==> src/rtl/enc_dec_scoreboard.sv <==
// Cycle-accurate checking scoreboard for the ECC encoder/decoder: times APB-started operations, compares DUT results to the golden model.
// Optional macro ENC_DEC_SCOREBOARD_HIST_EN enables per-error-count pass histograms and maximum-latency tracking.
module enc_dec_scoreboard #(
    parameter int DATA_WIDTH      = 32,
    parameter int AMBA_ADDR_WIDTH = 20,
    parameter int AMBA_WORD       = 32,
    parameter int MAX_LATENCY     = 8,
    parameter int CNT_WIDTH       = 16
) (
    input  logic                       clk,
    input  logic                       rst,
    input  logic [AMBA_ADDR_WIDTH-1:0] PADDR,
    input  logic                       PSEL,
    input  logic                       PENABLE,
    input  logic                       PWRITE,
    input  logic [AMBA_WORD-1:0]       PRDATA,
    input  logic [AMBA_WORD-1:0]       regs_expected,
    input  logic [DATA_WIDTH-1:0]      data_out,
    input  logic                       operation_done,
    input  logic [1:0]                 num_of_errors,
    input  logic [DATA_WIDTH-1:0]      gm_data_out,
    input  logic [1:0]                 gm_num_of_errors,
    input  logic                       clr_stats,
    output logic                       busy,
    output logic [CNT_WIDTH-1:0]       pass_count,
    output logic [CNT_WIDTH-1:0]       fail_count,
    output logic [CNT_WIDTH-1:0]       timeout_count,
    output logic [5:0]                 err_flags,
    output logic [CNT_WIDTH-1:0]       last_latency,
    output logic [CNT_WIDTH-1:0]       hist0,
    output logic [CNT_WIDTH-1:0]       hist1,
    output logic [CNT_WIDTH-1:0]       hist2,
    output logic [CNT_WIDTH-1:0]       max_latency_seen
);

    localparam int LAT_W = $clog2(MAX_LATENCY + 2);

    typedef enum logic [0:0] {
        ST_IDLE = 1'b0,
        ST_WAIT = 1'b1
    } state_t;

    function automatic logic [CNT_WIDTH-1:0] sat_inc(input logic [CNT_WIDTH-1:0] v);
        sat_inc = (&v) ? v : v + CNT_WIDTH'(1);
    endfunction

    state_t               state_q, state_d;
    logic [LAT_W-1:0]     lat_q, lat_d;
    logic [LAT_W-1:0]     lat_inc_s;
    logic                 busy_q;
    logic [CNT_WIDTH-1:0] pass_q, pass_d;
    logic [CNT_WIDTH-1:0] fail_q, fail_d;
    logic [CNT_WIDTH-1:0] to_q, to_d;
    logic [5:0]           flags_q, flags_d;
    logic [CNT_WIDTH-1:0] last_q, last_d;
    logic                 start_s;
    logic                 done_s;
    logic                 rd_mismatch_s;
    logic                 data_ok_s;
    logic                 cnt_ok_s;
    logic                 illegal_s;
    logic                 pass_s;
`ifdef ENC_DEC_SCOREBOARD_HIST_EN
    logic [CNT_WIDTH-1:0] hist0_q, hist0_d;
    logic [CNT_WIDTH-1:0] hist1_q, hist1_d;
    logic [CNT_WIDTH-1:0] hist2_q, hist2_d;
    logic [CNT_WIDTH-1:0] maxl_q, maxl_d;
`endif

    assign start_s       = PSEL & PENABLE & PWRITE & (PADDR[3:0] == 4'd0);
    assign done_s        = operation_done;
    assign rd_mismatch_s = PSEL & PENABLE & ~PWRITE & (PRDATA != regs_expected);
    // Two-bit errors are uncorrectable, so the data word is not compared then.
    assign data_ok_s     = (num_of_errors == 2'd2) | (data_out == gm_data_out);
    assign cnt_ok_s      = (num_of_errors == gm_num_of_errors);
    assign illegal_s     = (num_of_errors == 2'd3);
    assign pass_s        = data_ok_s & cnt_ok_s & ~illegal_s;
    assign lat_inc_s     = lat_q + LAT_W'(1);

    // Next-state, check and statistics update logic.
    always_comb begin
        state_d = state_q;
        lat_d   = lat_q;
        pass_d  = pass_q;
        fail_d  = fail_q;
        to_d    = to_q;
        flags_d = flags_q;
        last_d  = last_q;
`ifdef ENC_DEC_SCOREBOARD_HIST_EN
        hist0_d = hist0_q;
        hist1_d = hist1_q;
        hist2_d = hist2_q;
        maxl_d  = maxl_q;
`endif
        if (rd_mismatch_s) begin
            flags_d[4] = 1'b1;
        end else begin
            flags_d[4] = flags_q[4];
        end

        case (state_q)
            ST_IDLE: begin
                if (done_s) begin
                    flags_d[5] = 1'b1;
                end else begin
                    flags_d[5] = flags_q[5];
                end
                if (start_s) begin
                    state_d = ST_WAIT;
                    lat_d   = '0;
                end else begin
                    state_d = ST_IDLE;
                end
            end
            ST_WAIT: begin
                lat_d = lat_inc_s;
                if (done_s) begin
                    last_d = CNT_WIDTH'(lat_inc_s);
`ifdef ENC_DEC_SCOREBOARD_HIST_EN
                    if (CNT_WIDTH'(lat_inc_s) > maxl_q) begin
                        maxl_d = CNT_WIDTH'(lat_inc_s);
                    end else begin
                        maxl_d = maxl_q;
                    end
`endif
                    if (pass_s) begin
                        pass_d = sat_inc(pass_q);
`ifdef ENC_DEC_SCOREBOARD_HIST_EN
                        case (num_of_errors)
                            2'd0:    hist0_d = sat_inc(hist0_q);
                            2'd1:    hist1_d = sat_inc(hist1_q);
                            2'd2:    hist2_d = sat_inc(hist2_q);
                            default: hist0_d = hist0_q;
                        endcase
`endif
                    end else begin
                        fail_d     = sat_inc(fail_q);
                        flags_d[0] = flags_q[0] | ~data_ok_s;
                        flags_d[1] = flags_q[1] | ~cnt_ok_s;
                        flags_d[2] = flags_q[2] | illegal_s;
                    end
                    // A new start on the done edge begins the next op immediately.
                    if (start_s) begin
                        state_d = ST_WAIT;
                        lat_d   = '0;
                    end else begin
                        state_d = ST_IDLE;
                    end
                end else if (start_s) begin
                    flags_d[5] = 1'b1;
                    fail_d     = sat_inc(fail_q);
                    lat_d      = '0;
                    state_d    = ST_WAIT;
                end else if (lat_inc_s == LAT_W'(MAX_LATENCY)) begin
                    to_d       = sat_inc(to_q);
                    fail_d     = sat_inc(fail_q);
                    flags_d[3] = 1'b1;
                    state_d    = ST_IDLE;
                end else begin
                    state_d = ST_WAIT;
                end
            end
            default: begin
                state_d = ST_IDLE;
                lat_d   = '0;
            end
        endcase

        if (clr_stats) begin
            pass_d  = '0;
            fail_d  = '0;
            to_d    = '0;
            flags_d = 6'd0;
            last_d  = '0;
`ifdef ENC_DEC_SCOREBOARD_HIST_EN
            hist0_d = '0;
            hist1_d = '0;
            hist2_d = '0;
            maxl_d  = '0;
`endif
        end else begin
            pass_d = pass_d;
        end
    end

    // State, timer and statistics registers.
    always_ff @(posedge clk or posedge rst) begin
        if (rst) begin
            state_q <= ST_IDLE;
            lat_q   <= '0;
            busy_q  <= 1'b0;
            pass_q  <= '0;
            fail_q  <= '0;
            to_q    <= '0;
            flags_q <= 6'd0;
            last_q  <= '0;
        end else begin
            state_q <= state_d;
            lat_q   <= lat_d;
            busy_q  <= (state_d == ST_WAIT);
            pass_q  <= pass_d;
            fail_q  <= fail_d;
            to_q    <= to_d;
            flags_q <= flags_d;
            last_q  <= last_d;
        end
    end

`ifdef ENC_DEC_SCOREBOARD_HIST_EN
    // Histogram and maximum-latency registers.
    always_ff @(posedge clk or posedge rst) begin
        if (rst) begin
            hist0_q <= '0;
            hist1_q <= '0;
            hist2_q <= '0;
            maxl_q  <= '0;
        end else begin
            hist0_q <= hist0_d;
            hist1_q <= hist1_d;
            hist2_q <= hist2_d;
            maxl_q  <= maxl_d;
        end
    end

    assign hist0            = hist0_q;
    assign hist1            = hist1_q;
    assign hist2            = hist2_q;
    assign max_latency_seen = maxl_q;
`else
    assign hist0            = '0;
    assign hist1            = '0;
    assign hist2            = '0;
    assign max_latency_seen = '0;
`endif

    assign busy          = busy_q;
    assign pass_count    = pass_q;
    assign fail_count    = fail_q;
    assign timeout_count = to_q;
    assign err_flags     = flags_q;
    assign last_latency  = last_q;

endmodule

==> config.mk <==
export PLATFORM = sky130hd
export DESIGN_NAME = enc_dec_scoreboard
export DESIGN_NICKNAME = d
export VERILOG_FILES = /design/src/rtl/enc_dec_scoreboard.sv
export SDC_FILE = /design/constraint.sdc
export NUM_CORES = 1
export LEC_CHECK = 0
export ABC_AREA = 0
export ABC_CLOCK_PERIOD_IN_PS = 2120
export BUFFER_PORTS_ARGS = -buffer_cell sky130_fd_sc_hd__buf_2
export CAP_MARGIN = 20
export CORE_AREA = 2 2 114 116
export DETAILED_ROUTE_END_ITERATION = 7
export DIE_AREA = 0 0 116 118
export PLACE_DENSITY = 0.82
export SLEW_MARGIN = 30
export SYNTH_ARGS = -nofsm -noshare
export SYNTH_HDL_FRONTEND = slang
export SYNTH_SLANG_ARGS = --single-unit
==> constraint.sdc <==
create_clock -name clk -period 2.12 [get_ports clk]
set_input_delay 0.636 -clock clk [delete_from_list [all_inputs] [get_ports clk]]
set_output_delay 0.636 -clock clk [all_outputs]
set_load 0.005 [all_outputs]
# Word-level counts from Yosys, hierarchy flattened
# Index checks and enable logic that the tools add are counted.
# W data, S select, Z words.
[op_classes]
addsub = 4
bitwise_logic = 16
muxes = 41
n_reduce_logical = 17
eq_ne = 16
[op_table]
columns = ["operator", "n"]
rows = [
  ["$mux W16", 21],
  ["$add A16 B1 Y16 const B", 3],
  ["$reduce_and A16 Y1", 3],
  ["$eq A32 B32 Y1", 1],
  ["$ne A32 B32 Y1", 1],
  ["$mux W4", 3],
  ["$mux W1", 11],
  ["$ne A2 B2 Y1 const B", 5],
  ["$reduce_bool A2 Y1", 5],
  ["$ne A3 B3 Y1 const B", 3],
  ["$reduce_and A3 Y1", 3],
  ["$pmux W4 S2", 1],
  ["$reduce_and A4 Y1", 2],
  ["$and A1 B1 Y1", 7],
  ["$mux W3", 2],
  ["$mux W6", 1],
  ["$not A1 Y1", 5],
  ["$reduce_and A5 Y1", 1],
  ["$add A4 B1 Y4 const B", 1],
  ["$eq A2 B2 Y1 const B", 2],
  ["$eq A4 B4 Y1 const B", 1],
  ["$logic_not A4 Y1", 1],
  ["$or A1 B1 Y1", 4],
  ["$pmux W1 S2", 2],
  ["other kinds (5)", 5],
]
[word_totals]
register_bits = 75
word_cells = 104
in_bits = 159

# Longest topological paths before layout
# Gate-level depths: netlist (run 1).
[depth]
word_depth = 8
ltp_mapped = 9
ltp_nobuf = 7

# Worst setup path after synthesis (run 1)
# OpenSTA, ideal clock, no wires.
[synth_timing]
kind = "reg-to-reg"
from = "reg pass_q[0], in the netlist pass_count[0]"
to = "reg pass_q[0], in the netlist pass_count[0]"
t_required_ns = 1.992
path_slack_ns = -0.103
setup_ns = 0.128
arrival_time_ns = 2.096
synth_period_minus_slack_ns = 2.223
stages_incl_launch_ff = 9
n_path_buf = 1
cell_sequence = "dfrtp_1 ha_1 nand3_2 nor4_4 nand4_2 a31oi_4 and2_1 buf_4 mux2_1"
[synth_between]
elab_chain_cells = 6
word_cells_on_any_way = 9
[synth_lines]
columns = ["item", "line", "text"]
rows = [
  ["start, declared", "51", "logic [CNT_WIDTH-1:0] pass_q, pass_d;"],
  ["start signal, assigned", "201", "pass_q <= pass_d;"],
  ["$add A16 B1 Y16", "44", "sat_inc = (&v) ? v : v + CNT_WIDTH'(1);"],
  ["$mux W16", "44", ""],
  ["$mux W16", "126", "if (pass_s) begin"],
  ["$mux W16", "117", "if (done_s) begin"],
  ["$mux W16", "101", "case (state_q)"],
  ["$mux W16", "169", "if (clr_stats) begin"],
]
# Parallel ways exist; a longest one is shown, timed or not. The select of a mux whose other input is x is not followed.
# A chain may end at the register's enable or synchronous reset.

# Worst setup path in the final report (run 1)
[layout_timing]
from = "reg fail_q[12], in the netlist fail_count[12]"
to = "reg fail_q[12], in the netlist fail_count[12]"
[layout_between]
elab_chain_cells = 7
word_cells_on_any_way = 9
[layout_lines]
columns = ["item", "line", "text"]
rows = [
  ["start, declared", "52", "logic [CNT_WIDTH-1:0] fail_q, fail_d;"],
  ["start signal, assigned", "202", "fail_q <= fail_d;"],
  ["$add A16 B1 Y16 / $reduce_and A16 Y1 (equally long branches)", "44", ""],
  ["$mux W16 *", "44", ""],
  ["$mux W16", "154", "end else if (lat_inc_s == LAT_W'(MAX_LATENCY)) begin"],
  ["$mux W16", "149", "end else if (start_s) begin"],
  ["$mux W16 *", "117", ""],
  ["$mux W16 *", "101", ""],
  ["$mux W16 *", "169", ""],
]
# Every way passes the cells marked *; elsewhere a longest branch is shown, timed or not. The select of a mux whose other input is x is not followed.

==> results.cfg, run 1 <==
[critical_path]
cp-start-kind = register
crit_type = reg -> reg
rr_worst_depth = 7
required_ns = 2.35
arrival_ns = 2.22
path_max_fanout = 16
endpoint_kind = register

[power]
power_frac_clock_pct = 38.1
seq_power_share_pct = 36.5
p_leak_nw = 3.21
cellPowerDensity_nw_per_um2 = 578
switchingPower_mw = 1.16
p_int_mw = 2.71
peakVddDrop_mv = 0.417
combinationalPowerShare_pct = 25.4
switching_share_pct = 29.9

[layout]
nets = 973
final_common_cell = buf_2
syn2layout_area_growth_pct = 36.9
finish.utilization_pct = 53.9
n_fill_cell = 1160
drive_gt1_share_pct = 39.5
layout_common_cells = buf_2, conb_1, dfrtp_1

[sta]
clock-skew-final_ns = 0.00644
slew_violations = 0
period_needed_ns = 1.99
fin_ws_ns = 0.127
setup_viol = 0
period_share_pct = 94.0
rsz0062_at_grt = true
hold_violations = 0
fmax_mhz = 502

[cts]
cts_root_buffer = clkbuf_16
htree_levels = 3
cts_sinks = 63
clkTransAtPathRegs_ns = 0.06
cts_setup_buffers = 0
cts_tree = done
worst_skew_pair.late_latency_ns = 0.33
clock_path_buffers = 2
cts_buffers = 9

[worst_hold_path]
worstHoldPathType = in -> async

[detailed_routing]
routedWlPerCell_microns = 14.0
drt-initial-drc-count = 315
vias = 4827
via_per_inst = 4.89
drt_wl_total_mm = 13.9
drt-pass1-iter-count = 5
final_antenna_net_count = 0
drc_errors = 0

[floorplan]
ios = 294
dieArea_sq_um = 13700
core_area_sq_um = 12400
dieHeight_microns = 118
die_w_microns = 116
initial_core_util_pct = 39.4
num_rows = 41

[placed_design]
port_buffers = 201
place_ws_ns = -0.345
place_hpwl_mm = 10.9
globalplace.congestion = 0.828

[logic_synthesis]
yosys_warnings = 0
avgSynthCellArea_sq_um = 8.78
syn_inst = 557
synth_area_sq_um = 4890
ys_ff_latch = 63
ys_types = 56
yosysSeqAreaShare_pct = 32.2

[grt]
grt_use_total_pct = 19.4
antenna_found_initial = 1
grt-ovfl-total = 0
grt_pass1_wl_mm = 21.5
grt_max_degree = 64
grt_pass1_vias = 4536

[outcome]
status = complete, no violations

[flow_run]
maxCapViolations = 0
==> synthesized netlist by cell type (all sizes together) <==
| cell type | n | area share, % |
|---|---|---|
| clkbuf | 12 | 0.92 |
| nand3 | 27 | 2.9 |
| or3b | 3 | 0.54 |
| o2bb2ai | 2 | 0.36 |
| nor3 | 5 | 0.51 |
| nor2 | 54 | 4.1 |
| nor3b | 3 | 0.46 |
| or2 | 1 | 0.13 |
| nand4b | 1 | 0.18 |
| a31oi | 12 | 1.8 |
| a32oi | 1 | 0.18 |
| a21o | 2 | 0.31 |
| and2 | 2 | 0.26 |
| mux2i | 2 | 0.41 |
| a211oi | 5 | 0.77 |
| nand2b | 3 | 0.38 |
| or3 | 14 | 1.8 |
| xor2 | 14 | 2.5 |
| inv | 10 | 0.77 |
| o32ai | 3 | 0.54 |
| o41ai | 5 | 0.90 |
| o31ai | 4 | 0.90 |
| and3b | 2 | 0.36 |
| a21boi | 1 | 0.15 |
| a221oi | 1 | 0.31 |
| o211ai | 14 | 2.4 |
| xnor2 | 68 | 12 |
| nor2b | 2 | 0.26 |
| nor4 | 8 | 2.0 |
| o21ai | 21 | 2.1 |
| nand2 | 29 | 2.3 |
| ha | 4 | 1.0 |
| dfrtp | 63 | 32 |
| nand4 | 30 | 4.0 |
| mux2 | 1 | 0.23 |
| and3 | 7 | 0.90 |
| conb | 1 | 0.077 |
| and4 | 5 | 0.95 |
| a21oi | 18 | 1.9 |
| and4bb | 1 | 0.33 |
| o22ai | 3 | 0.38 |
| nand3b | 8 | 1.2 |
| buf | 85 | 13 |
==> timing repair <==
| item | in CTS | in global routing |
|---|---|---|
| pin swaps | 2 | 5 |
| setup endpoints to repair | 2 | 21 |
| resized for setup | 0 | 15 |
| hold buffers | 0 | 0 |
| endpoints found under the hold margin | 0 | 0 |
==> kinds of logic (layout without fill, tap and decap cells) <==
| logic type | count (synthesis) | in the layout | share of synthesized area [%] |
|---|---|---|---|
| AOI/OAI and AO/OA | 92 | 92 | 13.1 |
| muxes | 3 | 3 | 0.640 |
| adders and majority gates | 4 | 4 | 1.02 |
| DFF | 63 | 63 | 32.2 |
| buffers and inverters | 107 | 290 | 14.7 |
| xor gates and xnor gates | 82 | 82 | 14.7 |
| and+or+nand+nor | 205 | 205 | 23.5 |
| other | 1 | 77 | 0.0767 |
==> stage by stage <==
stage / hold slack, ns / cell area [sq um] / TNS, ns / total power, mW / instances
3_3_place_gp: 0.475 / 6290 / -6.86 / 2.37 / 971
2_1_floorplan: 0.486 / 5240 / -0.0962 / 2.04 / 632
5_1_grt: 0.425 / 6690 / -0.0620 / 4.07 / 988
6_report: 0.401 / 6690 / 0 / 3.87 / 988
4_1_cts: 0.415 / 6590 / 0 / 3.88 / 987
3_5_place_dp: 0.487 / 6290 / -6.82 / 2.39 / 971
==> critical path: stages, from the launching register on <==
cell	delay, ns
dfrtp_2	0.44
and4_4	0.18
and4_1	0.24
a221oi_4	0.26
a21oi_2	0.09
or2_1	0.25
buf_12	0.16
o41ai_4	0.27
==> worst paths after layout <==
| path | startpoint | endpoint | slack, ns |
|---|---|---|---|
| worst max register to register | fail_count[12] | fail_count[12] | 0.13 |
| worst max-delay path | fail_count[12] | fail_count[12] | 0.13 |
| max in group asynchronous | rst | fail_count[12] | 1.45 |
| worst min register to register | err_flags[2] | err_flags[2] | 0.49 |
| min in group clk | err_flags[2] | err_flags[2] | 0.49 |
| worst min-delay path | rst | timeout_count[6] | 0.40 |
==> cell type report <==
| type | count | area [sq um] | share of cell area, % |
|---|---|---|---|
| Tap cell | 172 | 215 | 3.22 |
| Antenna cell | 1 | 2.50 | 0.0374 |
| Timing Repair Buffer | 264 | 1530 | 22.8 |
| Clock inverter | 7 | 72.6 | 1.08 |
| Sequential cell | 63 | 1580 | 23.6 |
| Clock buffer | 9 | 225 | 3.37 |
| Inverter | 10 | 41.3 | 0.617 |
| Multi-Input combinational cell | 462 | 3030 | 45.3 |
==> power groups by stage <==
| stage | Sequential [mW] | Combinational [mW] | Clock (mW) |
|---|---|---|---|
| 5_1_grt | 1.43 | 1.09 | 1.56 |
| 3_5_place_dp | 1.43 | 0.966 | 0 |
| 2_1_floorplan | 1.46 | 0.585 | 0 |
| 3_3_place_gp | 1.42 | 0.947 | 0 |
| 6_report | 1.41 | 0.982 | 1.48 |
| 4_1_cts | 1.41 | 0.973 | 1.50 |
==> sequential cells by signal, indices dropped and copies added (netlist names) <==
name / cells
busy: 1
fail_count: 16
pass_count: 16
timeout_count: 16
err_flags: 6
lat_q: 4
last_latency: 4
==> per-layer routing <==
metal,routed length [microns],part of all wire (%),GRT usage [%]
met5,0,0,0
met1,5650,41,24.2
met3,818,5.9,4.07
met4,186,1.3,4.17
met2,7200,52,34.2
Note: power is estimated with default switching activity, not from simulation.
==> run 2: changes to the inputs <==
--- a/config.mk
+++ b/config.mk
@@ -13,6 +13,7 @@
 export DETAILED_ROUTE_END_ITERATION = 7
 export DIE_AREA = 0 0 116 118
 export PLACE_DENSITY = 0.82
+export RECOVER_POWER = 25
 export SLEW_MARGIN = 30
 export SYNTH_ARGS = -nofsm -noshare
 export SYNTH_HDL_FRONTEND = slang
==> run 2 against run 1 <==
Clock-buffer cell count did not move. Non-clock buffer count unchanged. Clock power barely moved. Setup slack improved by 0.0016 ns. Sequential share of layout area increased by 0.057 points. Final cell count unchanged. Clock skew up 0.0013 ns. Die area is the same. Routed wire length decreased by 0.20%. Flip-flop and latch count is the same. Via count hardly changed. Design area is 0.24% lower. Critical path type unchanged. Largest cell class unchanged. Highest routed layer unchanged.
==> results.cfg, run 2 (synthesis results as in run 1) <==
[layout]
layout_common_cells = buf_2, conb_1, dfrtp_1
final_common_cell = buf_2
n_fill_cell = 1163
nets = 973
fin_cells = 988
syn2layout_area_growth_pct = 36.5
drive_gt1_share_pct = 39.4

[cts]
htree_levels = 3
worst_skew_pair.late_latency_ns = 0.33
clkTransAtPathRegs_ns = 0.06
cts_root_buffer = clkbuf_16
clock_path_buffers = 2
cts_tree = done
ctsHoldBuffers = 0
cts_sinks = 63
cts_buffers = 9

[detailed_routing]
wl_met2_mm = 7.21
drt-initial-drc-count = 332
drt_wl_total_mm = 13.8
top_layer = met4
vias = 4823
via_per_inst = 4.88
drt-pass1-iter-count = 5
final_antenna_net_count = 0
met3_length_microns = 829
routedWlPerCell_microns = 14.0
drt-met1-wl_mm = 5.63
drc_errors = 0

[critical_path]
rr_worst_depth = 7
r2r-end = fail_count[12]
reg2reg_from = fail_count[12]
required_ns = 2.34
crit_type = reg -> reg
endpoint_kind = register
cp-start-kind = register
rrSetupSlack_ns = 0.13
arrival_ns = 2.22
path_max_fanout = 16

[sta]
setup_viol = 0
max_slew.worst_pin.slew_ns = 1.42
period_needed_ns = 1.99
period_share_pct = 93.9
clock-skew-final_ns = 0.00771
hold_violations = 0
slew_headroom_pct = 5.33
slew_violations = 0
rsz0062_at_grt = true
setup_tns_ns = 0
fmax_mhz = 502

[worst_hold_path]
hp-start = err_flags[2]
whs_path_depth = 2
min_to = err_flags[2]
worstHoldPathType = reg -> reg

[flow_run]
maxCapViolations = 0

[power]
peakVddDrop_mv = 0.417
p_leak_nw = 3.20
cellPowerDensity_nw_per_um2 = 578

[floorplan]
initial_core_util_pct = 39.4
num_rows = 41
dieHeight_microns = 118
dieArea_sq_um = 13700
core_area_sq_um = 12400
ios = 294
die_w_microns = 116

[placed_design]
port_buffers = 201
place_hpwl_mm = 10.9
globalplace.congestion = 0.828
dp.cells = 971

[grt]
grt-ovfl-total = 0
antenna_found_initial = 1
grt_pass1_vias = 4536
grt_pass1_wl_mm = 21.5
grt_use_total_pct = 19.4
grt_max_degree = 64

[outcome]
status = complete, no violations
[run 2: changes by cell type in the layout (fill, tap and decap cells not counted)]
cell | before | now
buf_12 | 4 | 3
clkbuf_1 | 0 | 1
[run 2: how the worst max path moves through the flow]
| stage | slack (ns) | endpoint | start |
|---|---|---|---|
| after global placement | -0.33 | pass_count[4] | gm_data_out[19] |
| after global routing | -0.02 | pass_count[12] | gm_data_out[10] |
| final | 0.13 | fail_count[12] | fail_count[12] |
| after CTS | 0.001 | fail_count[12] | fail_count[0] |
| after detailed placement | -0.35 | pass_count[4] | gm_data_out[8] |
| after floorplan | -0.08 | pass_count[0] | gm_data_out[28] |
[run 2: area by class of cell]
cell class / instances / area, sq um / area share, %
Multi-Input combinational cell: 462 / 3030 / 45.4
Sequential cell: 63 / 1580 / 23.6
Timing Repair Buffer: 264 / 1510 / 22.7
Clock buffer: 9 / 225 / 3.37
Tap cell: 172 / 215 / 3.22
Clock inverter: 7 / 72.6 / 1.09
Inverter: 10 / 41.3 / 0.619
Antenna cell: 1 / 2.50 / 0.0375
[run 2: repair_timing]
item,in CTS,in global routing
resized for setup,0,15
setup buffers,0,0
setup endpoints to repair,2,21
pin swaps,2,5
[run 2: metrics by stage]
step | hold slack [ns] | instance area (sq um) | util (%) | setup WS (ns) | total power [mW]
4_1_cts | 0.415 | 6590 | 53.1 | 0.00128 | 3.88
3_3_place_gp | 0.475 | 6290 | 50.7 | -0.331 | 2.37
6_report | 0.496 | 6680 | 53.8 | 0.128 | 3.86
3_5_place_dp | 0.487 | 6290 | 50.7 | -0.345 | 2.39
5_1_grt | 0.526 | 6680 | 53.8 | -0.0169 | 4.07
2_1_floorplan | 0.486 | 5240 | - | -0.0761 | 2.04
[run 2: power by group]
| group | switching (mW) | leakage [nW] | internal, mW |
|---|---|---|---|
| sequential | 0.108 | 0.853 | 1.30 |
| combinational | 0.484 | 2.21 | 0.493 |
| clock | 0.560 | 0.142 | 0.911 |
| total | 1.15 | 3.20 | 2.71 |
[run 2: layer usage]
metal | track usage [%] | vias to the layer above
li1 | - | 2344
met1 | 24.2 | 2286
met2 | 34.2 | 181
met3 | 4.07 | 12
met4 | 4.17 | 0
met5 | 0 | -
[run 2: worst max-delay path: stages, from the launching register on]
cell      delay [ns]
dfrtp_2         0.44
and4_4          0.18
and4_1          0.24
a221oi_4        0.26
a21oi_2         0.09
or2_1           0.25
buf_12          0.16
o41ai_4         0.27
